<file path="src/rtl/axi_lite_ar_issue.sv">
// AXI-Lite read-address master stage: request FIFO, AR issue FSM, outstanding
// read tracking against R-stage completions, and a stall timeout pulse.
module axi_lite_ar_issue #(
  parameter int ADDR_W          = 32,
  parameter int FIFO_DEPTH      = 4,
  parameter int MAX_OUTSTANDING = 1,
  parameter int TIMEOUT_CYCLES  = 256
) (
  input  logic              clk,
  input  logic              reset,
  input  logic              req_valid,
  input  logic [ADDR_W-1:0] req_addr,
  input  logic [2:0]        req_prot,
  output logic              req_ready,
  output logic [ADDR_W-1:0] araddr,
  output logic [2:0]        arprot,
  output logic              arvalid,
  input  logic              arready,
  input  logic              rd_done,
  output logic [3:0]        outstanding,
  output logic              busy,
  output logic              timeout,
  output logic              proto_err
);

  // state | meaning
  // IDLE  | waiting for a queued request and a free outstanding slot
  // ADDR  | arvalid held with stable araddr/arprot until arready
  // GAP   | one bubble cycle after the handshake
  localparam logic [1:0] S_IDLE = 2'd0;
  localparam logic [1:0] S_ADDR = 2'd1;
  localparam logic [1:0] S_GAP  = 2'd2;

  localparam int IDX_W = $clog2(FIFO_DEPTH);
  localparam int PTR_W = IDX_W + 1;
  localparam int CNT_W = $clog2(TIMEOUT_CYCLES);

  logic [ADDR_W-1:0] fifo_addr_q [FIFO_DEPTH];
  logic [2:0]        fifo_prot_q [FIFO_DEPTH];
  logic [PTR_W-1:0]  wr_ptr_q, wr_ptr_d;
  logic [PTR_W-1:0]  rd_ptr_q, rd_ptr_d;
  logic              ready_en_q;
  logic              fifo_empty, fifo_full, push, pop;

  logic [1:0]        state_q, state_d;
  logic              arvalid_q, arvalid_d;
  logic [ADDR_W-1:0] araddr_q, araddr_d;
  logic [2:0]        arprot_q, arprot_d;

  logic [3:0]        outstanding_q, outstanding_d;
  logic              proto_err_q, proto_err_d;
  logic [CNT_W-1:0]  tmo_cnt_q, tmo_cnt_d;
  logic              ar_hs, stall, tmo_clr, tmo_tc;

  assign fifo_empty = (wr_ptr_q == rd_ptr_q);
  assign fifo_full  = (wr_ptr_q[IDX_W] != rd_ptr_q[IDX_W]) &&
                      (wr_ptr_q[IDX_W-1:0] == rd_ptr_q[IDX_W-1:0]);

  // ready_en_q keeps req_ready low for the first cycle after reset releases
  assign req_ready = ready_en_q && !fifo_full;
  assign push      = req_valid && req_ready;
  assign pop       = (state_q == S_IDLE) && !fifo_empty &&
                     (outstanding_q < 4'(MAX_OUTSTANDING));
  assign ar_hs     = arvalid_q && arready;

  assign wr_ptr_d = push ? wr_ptr_q + PTR_W'(1) : wr_ptr_q;
  assign rd_ptr_d = pop  ? rd_ptr_q + PTR_W'(1) : rd_ptr_q;

  always_comb begin
    state_d   = state_q;
    arvalid_d = arvalid_q;
    araddr_d  = araddr_q;
    arprot_d  = arprot_q;
    case (state_q)
      S_IDLE: begin
        if (pop) begin
          araddr_d  = fifo_addr_q[rd_ptr_q[IDX_W-1:0]];
          arprot_d  = fifo_prot_q[rd_ptr_q[IDX_W-1:0]];
          arvalid_d = 1'b1;
          state_d   = S_ADDR;
        end
      end
      S_ADDR: begin
        if (arready) begin
          arvalid_d = 1'b0;
          state_d   = S_GAP;
        end
      end
      S_GAP: state_d = S_IDLE;
      default: begin
        arvalid_d = 1'b0;
        state_d   = S_IDLE;
      end
    endcase
  end

  always_comb begin
    outstanding_d = outstanding_q;
    proto_err_d   = proto_err_q;
    if (ar_hs && !rd_done) begin
      outstanding_d = outstanding_q + 4'd1;
    end else if (!ar_hs && rd_done && (outstanding_q != 4'd0)) begin
      outstanding_d = outstanding_q - 4'd1;
    end
    if (rd_done && (outstanding_q == 4'd0)) begin
      proto_err_d = 1'b1;
    end
  end

  // Timer restarts after each pulse, so an unbroken stall pulses every TIMEOUT_CYCLES
  assign stall     = (arvalid_q && !arready) || ((outstanding_q != 4'd0) && !rd_done);
  assign tmo_clr   = ar_hs || rd_done || !stall;
  assign tmo_tc    = (tmo_cnt_q == CNT_W'(TIMEOUT_CYCLES - 1));
  assign tmo_cnt_d = (tmo_clr || tmo_tc) ? '0 : tmo_cnt_q + CNT_W'(1);
  assign timeout   = !tmo_clr && tmo_tc;

  always_ff @(posedge clk) begin
    if (push) begin
      fifo_addr_q[wr_ptr_q[IDX_W-1:0]] <= req_addr;
      fifo_prot_q[wr_ptr_q[IDX_W-1:0]] <= req_prot;
    end
  end

  always_ff @(posedge clk) begin
    if (reset) begin
      wr_ptr_q      <= '0;
      rd_ptr_q      <= '0;
      ready_en_q    <= 1'b0;
      state_q       <= S_IDLE;
      arvalid_q     <= 1'b0;
      araddr_q      <= '0;
      arprot_q      <= '0;
      outstanding_q <= '0;
      proto_err_q   <= 1'b0;
      tmo_cnt_q     <= '0;
    end else begin
      wr_ptr_q      <= wr_ptr_d;
      rd_ptr_q      <= rd_ptr_d;
      ready_en_q    <= 1'b1;
      state_q       <= state_d;
      arvalid_q     <= arvalid_d;
      araddr_q      <= araddr_d;
      arprot_q      <= arprot_d;
      outstanding_q <= outstanding_d;
      proto_err_q   <= proto_err_d;
      tmo_cnt_q     <= tmo_cnt_d;
    end
  end

  assign arvalid     = arvalid_q;
  assign araddr      = araddr_q;
  assign arprot      = arprot_q;
  assign outstanding = outstanding_q;
  assign proto_err   = proto_err_q;
  assign busy        = !fifo_empty || arvalid_q || (outstanding_q != 4'd0);

endmodule

</file>
<file path="config.mk">
export PLATFORM = sky130hd
export DESIGN_NAME = axi_lite_ar_issue
export DESIGN_NICKNAME = d
export VERILOG_FILES = /design/src/rtl/axi_lite_ar_issue.sv
export SDC_FILE = /design/constraint.sdc
export NUM_CORES = 1
export LEC_CHECK = 0
export BUFFER_PORTS_ARGS = -buffer_cell sky130_fd_sc_hd__buf_2
export CAP_MARGIN = 20
export CORE_MARGIN = 2
export CORE_UTILIZATION = 32
export CTS_BUF_LIST = sky130_fd_sc_hd__clkbuf_4
export CTS_CLUSTER_DIAMETER = 120
export CTS_CLUSTER_SIZE = 8
export DETAILED_ROUTE_END_ITERATION = 6
export HOLD_SLACK_MARGIN = 0.03
export SYNTH_ARGS = -nofsm -noshare
export SYNTH_HDL_FRONTEND = slang
export SYNTH_SLANG_ARGS = --single-unit
export TNS_END_PERCENT = 50
</file>
<file path="constraint.sdc">
create_clock -name clk -period 3.8 [get_ports clk]
set_input_delay 0.76 -clock clk [delete_from_list [all_inputs] [get_ports clk]]
set_output_delay 0.76 -clock clk [all_outputs]
set_load 0.02 [all_outputs]
</file>
* Word level (Yosys, flattened, before mapping)
Memory sizes are Yosys's and may differ from the RTL's. A register that Yosys moved wholly into a read port is not among the register bits. Index checks and enable logic that the tools add are counted.
Storage, ports and cells: register bits 23, memory bits (writable) 140, input bits 40, output and inout port bits 44, word-level logic and storage cells 70, memories kept 2
Cells by class: add/subtract/negate cells 5, $lt $le $gt $ge 1, eq/ne operators 8, mux-type cells 11, bitwise logic cells 1, reductions and logical operators 34
Memory list:
- fifo_addr_q | words 4, bits a word 32, read ports 1, clocked after memory_dff 1, write ports 1, RTL line 38 | logic [ADDR_W-1:0] fifo_addr_q [FIFO_DEPTH];
- fifo_prot_q | words 4, bits a word 3, read ports 1, clocked after memory_dff 1, write ports 1, RTL line 39 | logic [2:0] fifo_prot_q [FIFO_DEPTH];
Operators by type and width (count):
- 1-bit logical AND | 13
- 8-bit by 1-bit adder with 8-bit output (second input constant) | 1
- 8-bit == test (second input constant) | 1
- 4-bit two-way mux | 2
- 1-bit logical NOT | 7
- 3-bit by 1-bit adder with 3-bit output (second input constant) | 2
- 1-bit logical OR | 6
- 1-bit two-way mux | 5
- 4-bit by 1-bit adder with 4-bit output (second input constant) | 1
- 4-bit logical NOT | 1
- 4-bit by 1-bit < comparator with 1-bit output (second input constant) | 1
- 2-bit two-way mux | 2
- 2-bit inequality test (second input constant) | 2
- 2-bit one-hot mux with 2 select lines | 1
- 2-bit AND reduction | 2
- 4-bit nonzero test | 1
- 4-bit by 1-bit subtractor with 4-bit output (second input constant) | 1
- 3-bit == test | 1
- 1-bit one-hot mux with 3 select lines | 1
- 3-bit AND reduction | 1
- 2-bit by 1-bit == test with 1-bit output (second input constant) | 1
- 2-bit == test | 1
- 2-bit == test (second input constant) | 1
- 2-bit logical NOT | 1
- other kinds (4) | 4

* Logic depth before layout (Yosys ltp)
Gate-level depths: netlist of the first run.
depth in word-level cells 7, depth in mapped cells 7, depth with buffers taken out 6

* Least setup slack after synthesis of the first run
OpenSTA, ideal clock, no wires.
kind input port to flip-flop, start point input req_valid, end point memory fifo_addr_q[3][0] (enable), setup time 0.452 ns, arrival 2.706 ns, required time 3.348 ns, setup slack 0.642 ns, stages on the path 2, path buffers 0, path through nand3_1 a31oi_1
On the way: cells in the longest elaborated chain, start to end 3
Ends and longest elaborated chain:
- start, declared | RTL line 11 | input logic req_valid,
- 1-bit logical AND | RTL line 61 | assign push = req_valid && req_ready;
- 1-bit two-way mux | RTL line 118 | if (push) begin
- 1-bit two-way mux (not written as such) | RTL line 119 | fifo_addr_q[wr_ptr_q[IDX_W-1:0]] <= req_addr;
- end, declared | RTL line 38
No other way between the ends.

* Final worst setup path of the first run
start point register outstanding_q[0] (netlist: outstanding[0]), end point output busy
On the way: cells in the longest elaborated chain, start to end 2
Ends and longest elaborated chain:
- start, declared | RTL line 50 | logic [3:0] outstanding_q, outstanding_d;
- start signal, assigned | RTL line 144 | outstanding_q <= outstanding_d;
- 4-bit nonzero test | RTL line 155 | assign busy = !fifo_empty || arvalid_q || (outstanding_q != 4'd0);
- 1-bit logical OR | RTL line 155
- end, declared | RTL line 21 | output logic busy,
No other way between the ends.

==> reports/qor.csv, run 1 <==
stage,metric,value,unit
status,status,finished clean,
synth,Cells after Synth,475,
sta,worst-margin pin slew,1.034,ns
route,1st-pass router iterations,4,
synth,post-synth design cell area,7543,µm²
synth,most frequent cells after synthesis,"edfxtp_1, dfxtp_1, a21oi_1",
route,Routed WL per cell,17.64,µm
job,max-cap viol count,0,
critical_path,critical path's largest stage delay,0.43,ns
route,# DRC,0,
die,CORE AREA,23330,µm²
pwr,VDD IR max,0.0006490,V
pwr,Design Power,5.704,mW
pwr,P_leak,2.891,nW
clocking,maximum root-to-sink buffer count,2,
critical_path,crit path DAT,2.06,ns
die,Die Span X,157.5,µm
sta,worst setup margin,0.9767,ns
synth,post-synth top area cell,edfxtp_1,
route,DR vias,4246,
sta,fin. max-slew vios,0,
pwr,Power Density,665.9,nW/µm²
sta,minimum clock period,2.823,ns
grt,first-pass GRT wire length,23900,µm
route,Detailed Route Iter0 Violations,300,
sta,clk_skew,0.02211,ns
synth,Synth Flop Type,edfxtp_1,
synth,Netlist cell types,42,
finish,synth-to-layout area growth,13.55,%
clocking,root buffer cell,clkbuf_4,
synth,Ys Warns,0,
critical_path,crit-path max FO,5,
critical_path,Critical-path top delay cell,or3b_1,
critical_path,CP endpoint kind,output pin,
finish,Filler cells,2194,
clocking,clk_lat worst skew,0.58,ns
finish,fin cells,887,
placed_design,DP Cell Count,854,
clocking,Post-CTS Resized,0,
sta,fin crit share,74.30,%
synth,net count after synthesis,524,
synth,area share of the largest cell type after synthesis,55.73,%
grt,largest net degree at the start of global routing,39,
sta,setup TNS,0,ns
grt,vias in the first global route,4267,
sta,relative slew slack,31.10,%
min_path,Hold/Removal Path Class,in -> reg,
synth,top-count cell post-synth,edfxtp_1,
clocking,clk slew on worst S/H paths,0.17,ns
synth,sequential area share after synthesis,71.12,%
synth,synth top area cells,"edfxtp_1, dfxtp_1, mux4_2",
critical_path,kind of critical path,reg -> out,
clocking,CTS tree,yes,
finish,NumNets Final,603,
finish,register area,5368,µm²
clocking,Post-CTS Hold Fix Bufs,0,
sta,final hold slack,0.3836,ns
clocking,cts bufs inserted,17,
placed_design,Post-DP HPWL,9311,µm
route,Antenna Nets Post-Route,0,
critical_path,CP Launch Type,flop,
sta,setup violators final,0,
route,final wirelength,15640,µm
grt,number of antenna violations at the first check in global routing,0,
die,die area,24820,µm²
die,io pins,84,
placed_design,Final GP Congestion,0.7517,
placed_design,Port Buffers,83,
clocking,clk sinks,198,
route,Via density,4.787,
critical_path,CP Cell Sequence,inv_1 > ha_1 > or3b_1 > nor2_1 > nand2_1 > buf_2,
synth,Synth Area per Inst,15.88,µm²
clocking,CTS H-tree depth,4,
die,Site Rows,56,
finish,multi-input logic area,2029,µm²
die,Die H,157.5,µm
synth,fraction of registers with async set/reset,0,%
critical_path,WP data required,3.04,ns
sta,RSZ-0062 raised after global routing,no,
sta,fmax,0.3542,GHz
critical_path,FF-to-FF setup slack,1.37,ns
grt,GRT Util Overall,12.99,%
finish,layout cell share with drive strength beyond 1,30.16,%
clocking,postcts setup bufs,0,
die,Initial Util,32.33,%
grt,total grt overflow,0,
sta,final hold vios,0,
synth,Seq cells post-synth,198,
synth,"EDFF count, synth",140,
placed_design,Placement Setup Slack,1.141,ns
[critical path, delay by kind of cell (launching register included)]
family / cells / cell delay (ns)
and+or+nand+nor: 3 / 0.65
adders and majority gates: 1 / 0.18
DFF: 1 / 0.38
buffers and inverters: 2 / 0.29
[logic make-up (layout without fill, tap and decap cells)]
group / after synthesis / in the layout / share of synthesized area [%]
buf+inv: 37 / 129 / 2.305
fa+ha+maj: 9 / 9 / 1.493
xor+xnor: 12 / 12 / 1.592
other cells: 0 / 1 / 0
compound gates: 92 / 92 / 6.336
flops: 198 / 198 / 71.12
mux: 39 / 39 / 11.01
simple gates: 88 / 88 / 6.137
[cell type report]
| type | instances | share of cell area, % |
|---|---|---|
| clock buffer | 18 | 1.578 |
| multi-input combinational | 240 | 23.69 |
| antenna | 1 | 0.02921 |
| tap | 319 | 4.660 |
| clock inverter | 14 | 1.651 |
| inverter | 8 | 0.3506 |
| timing repair buffer | 89 | 5.375 |
| sequential | 198 | 62.66 |
[metrics by stage]
stage	cell area, µm²	util (%)
global route	8563	36.70
finish	8566	36.71
CTS	8563	36.70
detailed placement	8287	35.52
floorplan	7543	-
global placement	8287	35.52
[final timing paths]
check                  from                 end  cells past startpoint
min            req_addr[28]  fifo_addr_q[0][28]                      1
min reg2reg    tmo_cnt_q[0]        tmo_cnt_q[0]                      1
max reg2reg     wr_ptr_q[0]   fifo_prot_q[2][2]                      3
max          outstanding[0]                busy                      6
[power by group]
group | leakage, nW | internal (mW) | total, mW | switching, mW
clock network | 0.158 | 0.354 | 1.09 | 0.732
registers | 1.74 | 2.52 | 2.63 | 0.117
logic | 0.988 | 0.641 | 1.99 | 1.34
[layer usage]
metal	up-vias	wire (µm)	track usage (%)
li1	1994	-	-
met1	2143	7017	16.88
met2	91	7606	21.48
met3	18	810	3.442
met4	0	209	3.680
met5	-	0	0
[registers in the layout (all words and copies together) (netlist names)]
register,count
tmo_cnt_q,8
proto_err,1
outstanding,4
state_q,2
arprot,3
ready_en_q,1
wr_ptr_q,3
arvalid,1
rd_ptr_q,3
araddr,32
fifo_prot_q,12
fifo_addr_q,128
[cell usage in the layout, fill, tap and decap left out, types with 4 or more instances in the layout]
cell type / instances
edfxtp_1: 140
buf_2: 83
dfxtp_1: 56
a21oi_1: 45
nand3_1: 41
o21ai_0: 36
mux4_2: 35
nor2_1: 18
clkbuf_4: 18
ha_1: 9
inv_1: 8
xnor2_1: 6
buf_4: 6
inv_6: 5
nand2_1: 4
xor2_1: 4
clkinv_2: 4
(Power assumes the default switching activity.)
==> run 2, diff against run 1 <==
Settings changed: ABC_AREA from default to 1.
Clock period 3.8 ns to 2.84 ns, I/O delays scaled along.
==> reports/qor.csv, run 2 <==
stage,metric,value,unit,change
pwr,clock share of power,20.1,%,was 19.0%
die,CORE AREA,23610,µm²,was 23330 µm²
die,Initial Util,32.84,%,was 32.33%
route,1st-pass router iterations,5,,was 4
synth,most frequent cells after synthesis,"nor2_1, edfxtp_1, o21ai_0",,"was edfxtp_1, dfxtp_1, a21oi_1"
synth,Synth Area per Inst,11.12,µm²,was 15.88 µm²
die,Die H,159.7,µm,was 157.5 µm
grt,largest net degree at the start of global routing,73,,was 39
sta,setup violators final,0,,unchanged
grt,vias in the first global route,4741,,was 4267
route,Detailed Route Iter0 Violations,358,,was 300
pwr,P_leak,3.233,nW,was 2.891 nW
critical_path,CP endpoint kind,output pin,,unchanged
route,Routed WL per cell,13.93,µm,was 17.64 µm
route,Via density,4.514,,was 4.787
critical_path,Bufs and invs on worst path,3,,was 2
critical_path,critical path's largest stage delay,0.40,ns,was 0.43 ns
sta,final hold vios,0,,unchanged
pwr,switching pwr,2.972,mW,was 2.193 mW
sta,fin crit share,88.13,%,
synth,sequential area share after synthesis,69.19,%,was 71.12%
grt,GRT Util Overall,12.52,%,was 12.99%
placed_design,Placement Setup Slack,0.7286,ns,was 1.141 ns
critical_path,FF-to-FF setup slack,0.72,ns,was 1.37 ns
synth,"EDFF count, synth",140,,unchanged
min_path,Hold Path Cell Cnt,1,,unchanged
synth,post-synth design cell area,7754,µm²,was 7543 µm²
grt,busiest grt layer,met2,,unchanged
critical_path,CP Launch Type,flop,,unchanged
sta,fmax,0.3995,GHz,
synth,Cells after Synth,697,,was 475
clocking,clk slew on worst S/H paths,0.17,ns,about the same
critical_path,cells on worst reg2reg path,7,,was 3
grt,met2 Use GR,21.00,%,was 21.48%
synth,post-synth top area cell,edfxtp_1,,unchanged
synth,Seq cells post-synth,198,,unchanged
clocking,cts bufs inserted,17,,unchanged
grt,total grt overflow,0,,unchanged
status,status,finished clean,,unchanged
route,DR vias,4997,,was 4246
clocking,CTS tree,yes,,unchanged
sta,fin. max-slew vios,0,,unchanged
finish,layout cell share with drive strength beyond 1,19.70,%,was 30.16%
grt,met3 Use GR,3.195,%,was 3.442%
synth,Ys Warns,0,,unchanged
route,# DRC,0,,unchanged
sta,relative slew slack,53.36,%,was 31.10%
sta,worst setup margin,0.3371,ns,was 0.9767 ns
critical_path,CP Cell Sequence,inv_1 > ha_1 > inv_1 > nor2_1 > nand2_1 > or2_2 > buf_2,,was inv_1 > ha_1 > or3b_1 > nor2_1 > nand2_1 > buf_2
min_path,Hold/Removal Path Class,in -> reg,,unchanged
finish,synth-to-layout area growth,13.17,%,was 13.55%
finish,NumNets Final,823,,was 603
clocking,Post-CTS Hold Fix Bufs,0,,unchanged
clocking,postcts setup bufs,0,,unchanged
placed_design,Final GP Congestion,0.7253,,was 0.7517
pwr,sw frac,39.08,%,was 38.44%
synth,Synth Flop Type,edfxtp_1,,unchanged
finish,Post-Route Utilization,37.16,%,was 36.71%
critical_path,kind of critical path,reg -> out,,unchanged
clocking,root buffer cell,clkbuf_4,,unchanged
pwr,sequential share of power,46.1,%,was 46.2%
pwr,Power Density,866.5,nW/µm²,was 665.9 nW/µm²
synth,synth top area cells,"edfxtp_1, dfxtp_1, nor2_1",,"was edfxtp_1, dfxtp_1, mux4_2"
clocking,CTS H-tree depth,4,,unchanged
synth,net count after synthesis,746,,was 524
pwr,combinational power share,33.7,%,was 34.8%
sta,worst-margin pin slew,0.6997,ns,was 1.034 ns
placed_design,Port Buffers,83,,unchanged
job,max-cap viol count,0,,unchanged
clocking,Post-CTS Resized,0,,unchanged
finish,Largest register FFs,128,,unchanged
synth,Netlist cell types,30,,was 42
clocking,clk sinks,198,,unchanged
pwr,Int Power,4.632,mW,was 3.511 mW
die,io pins,84,,unchanged
critical_path,WP data required,2.27,ns,was 3.04 ns
critical_path,top cell family by delay on the critical path,simple AND/OR/NAND/NOR gates,,unchanged
route,Antenna Nets Post-Route,0,,unchanged
placed_design,Post-DP HPWL,9425,µm,was 9311 µm
die,die area,25490,µm²,was 24820 µm²
grt,number of antenna violations at the first check in global routing,2,,was 0
critical_path,crit-path max FO,7,,was 5
sta,setup TNS,0,ns,unchanged
finish,final non-filler cell area,8775,µm²,was 8566 µm²
critical_path,crit path DAT,1.93,ns,was 2.06 ns
pwr,VDD IR max,0.0003174,V,was 0.0006490 V
critical_path,Crit. path cell count,7,,was 6
grt,first-pass GRT wire length,24900,µm,was 23900 µm
finish,"commonest non-fill, non-tap cell in the layout",nor2_1,,was edfxtp_1
sta,clk_skew,0.01718,ns,was 0.02211 ns
clocking,clk_lat worst skew,0.59,ns,was 0.58 ns
finish,most frequent cells in the layout,"nor2_1, edfxtp_1, o21ai_0",,"was edfxtp_1, buf_2, dfxtp_1"
die,Site Rows,56,,unchanged
synth,fraction of registers with async set/reset,0,%,unchanged
sta,minimum clock period,2.503,ns,
sta,RSZ-0062 raised after global routing,no,,unchanged
route,final wirelength,15430,µm,was 15640 µm
synth,area share of the largest cell type after synthesis,54.22,%,was 55.73%
die,Die Span X,159.7,µm,was 157.5 µm
synth,top-count cell post-synth,nor2_1,,was edfxtp_1
clocking,maximum root-to-sink buffer count,2,,unchanged
placed_design,dpl cell area,8461,µm²,was 8287 µm²
critical_path,"Top cell by count, worst path",inv_1,,
critical_path,Critical-path top delay cell,dfxtp_1,,was or3b_1
grt,grt met1 use,15.89,%,was 16.88%
==> run 2: changes by cell type after synthesis, sizes merged, moves of 3 or more <==
| cell | change |
|---|---|
| a21oi | -35 |
| a31oi | -4 |
| and2 | -4 |
| and3 | -4 |
| buf | +6 |
| inv | +21 |
| mux4 | -35 |
| nand2 | +32 |
| nand3 | -32 |
| nor2 | +184 |
| o21ai | +109 |
| or3b | -3 |
| xnor2 | -4 |
==> run 2: kinds of logic after synthesis <==
kind of cell | synth area share, %
simple gates | 13.81
buf+inv | 4.341
xor+xnor | 1.001
flops | 69.19
fa+ha+maj | 1.452
compound gates | 10.20
==> run 2: cell type report <==
cell class | instances | area (µm²)
Clock inverter | 15 | 183.9
Inverter | 29 | 113.9
Clock buffer | 17 | 127.6
Tap cell | 319 | 399.1
Sequential cell | 198 | 5368
Antenna cell | 1 | 2.502
Multi-Input combinational cell | 434 | 2082
Fill cell | 2350 | 14840
Timing Repair Buffer | 94 | 498.0
==> run 2: final timing paths <==
path                                startpoint            endpoint
worst max-delay path            outstanding[0]                busy
worst min-delay path              req_addr[10]  fifo_addr_q[3][10]
worst max register to register     wr_ptr_q[1]  fifo_addr_q[1][24]
worst min register to register       proto_err           proto_err
==> run 2: metal layers <==
layer,vias to the layer above,wire length [µm]
li1,2534,-
met1,2357,7066
met2,86,7510
met3,18,627
met4,2,207
met5,-,13
==> run 2: power by group through the flow <==
stage	Combinational, mW	Clock (mW)	Sequential [mW]
detailed placement	2.64	0	3.58
global route	2.96	1.68	3.55
finish	2.56	1.53	3.51
floorplan	1.89	0	3.76
CTS	2.64	1.58	3.51
global placement	2.60	0	3.57
==> run 2: worst register-to-register path: cells and delay by family (launching register included) <==
| family | cells | cell delay (ns) |
|---|---|---|
| AND/OR/NAND/NOR | 5 | 0.77 |
| buffers and inverters | 2 | 0.56 |
| flip-flops | 1 | 0.42 |
==> run 2: stage by stage <==
| step | std cells | total power, mW | hold WS (ns) |
|---|---|---|---|
| after global routing | 1107 | 8.197 | 0.1217 |
| final | 1107 | 7.603 | 0.1902 |
| after floorplan | 697 | 5.643 | 0.4176 |
| after detailed placement | 1074 | 6.215 | 0.4370 |
| after CTS | 1106 | 7.738 | 0.1282 |
| after global placement | 1074 | 6.169 | 0.4322 |
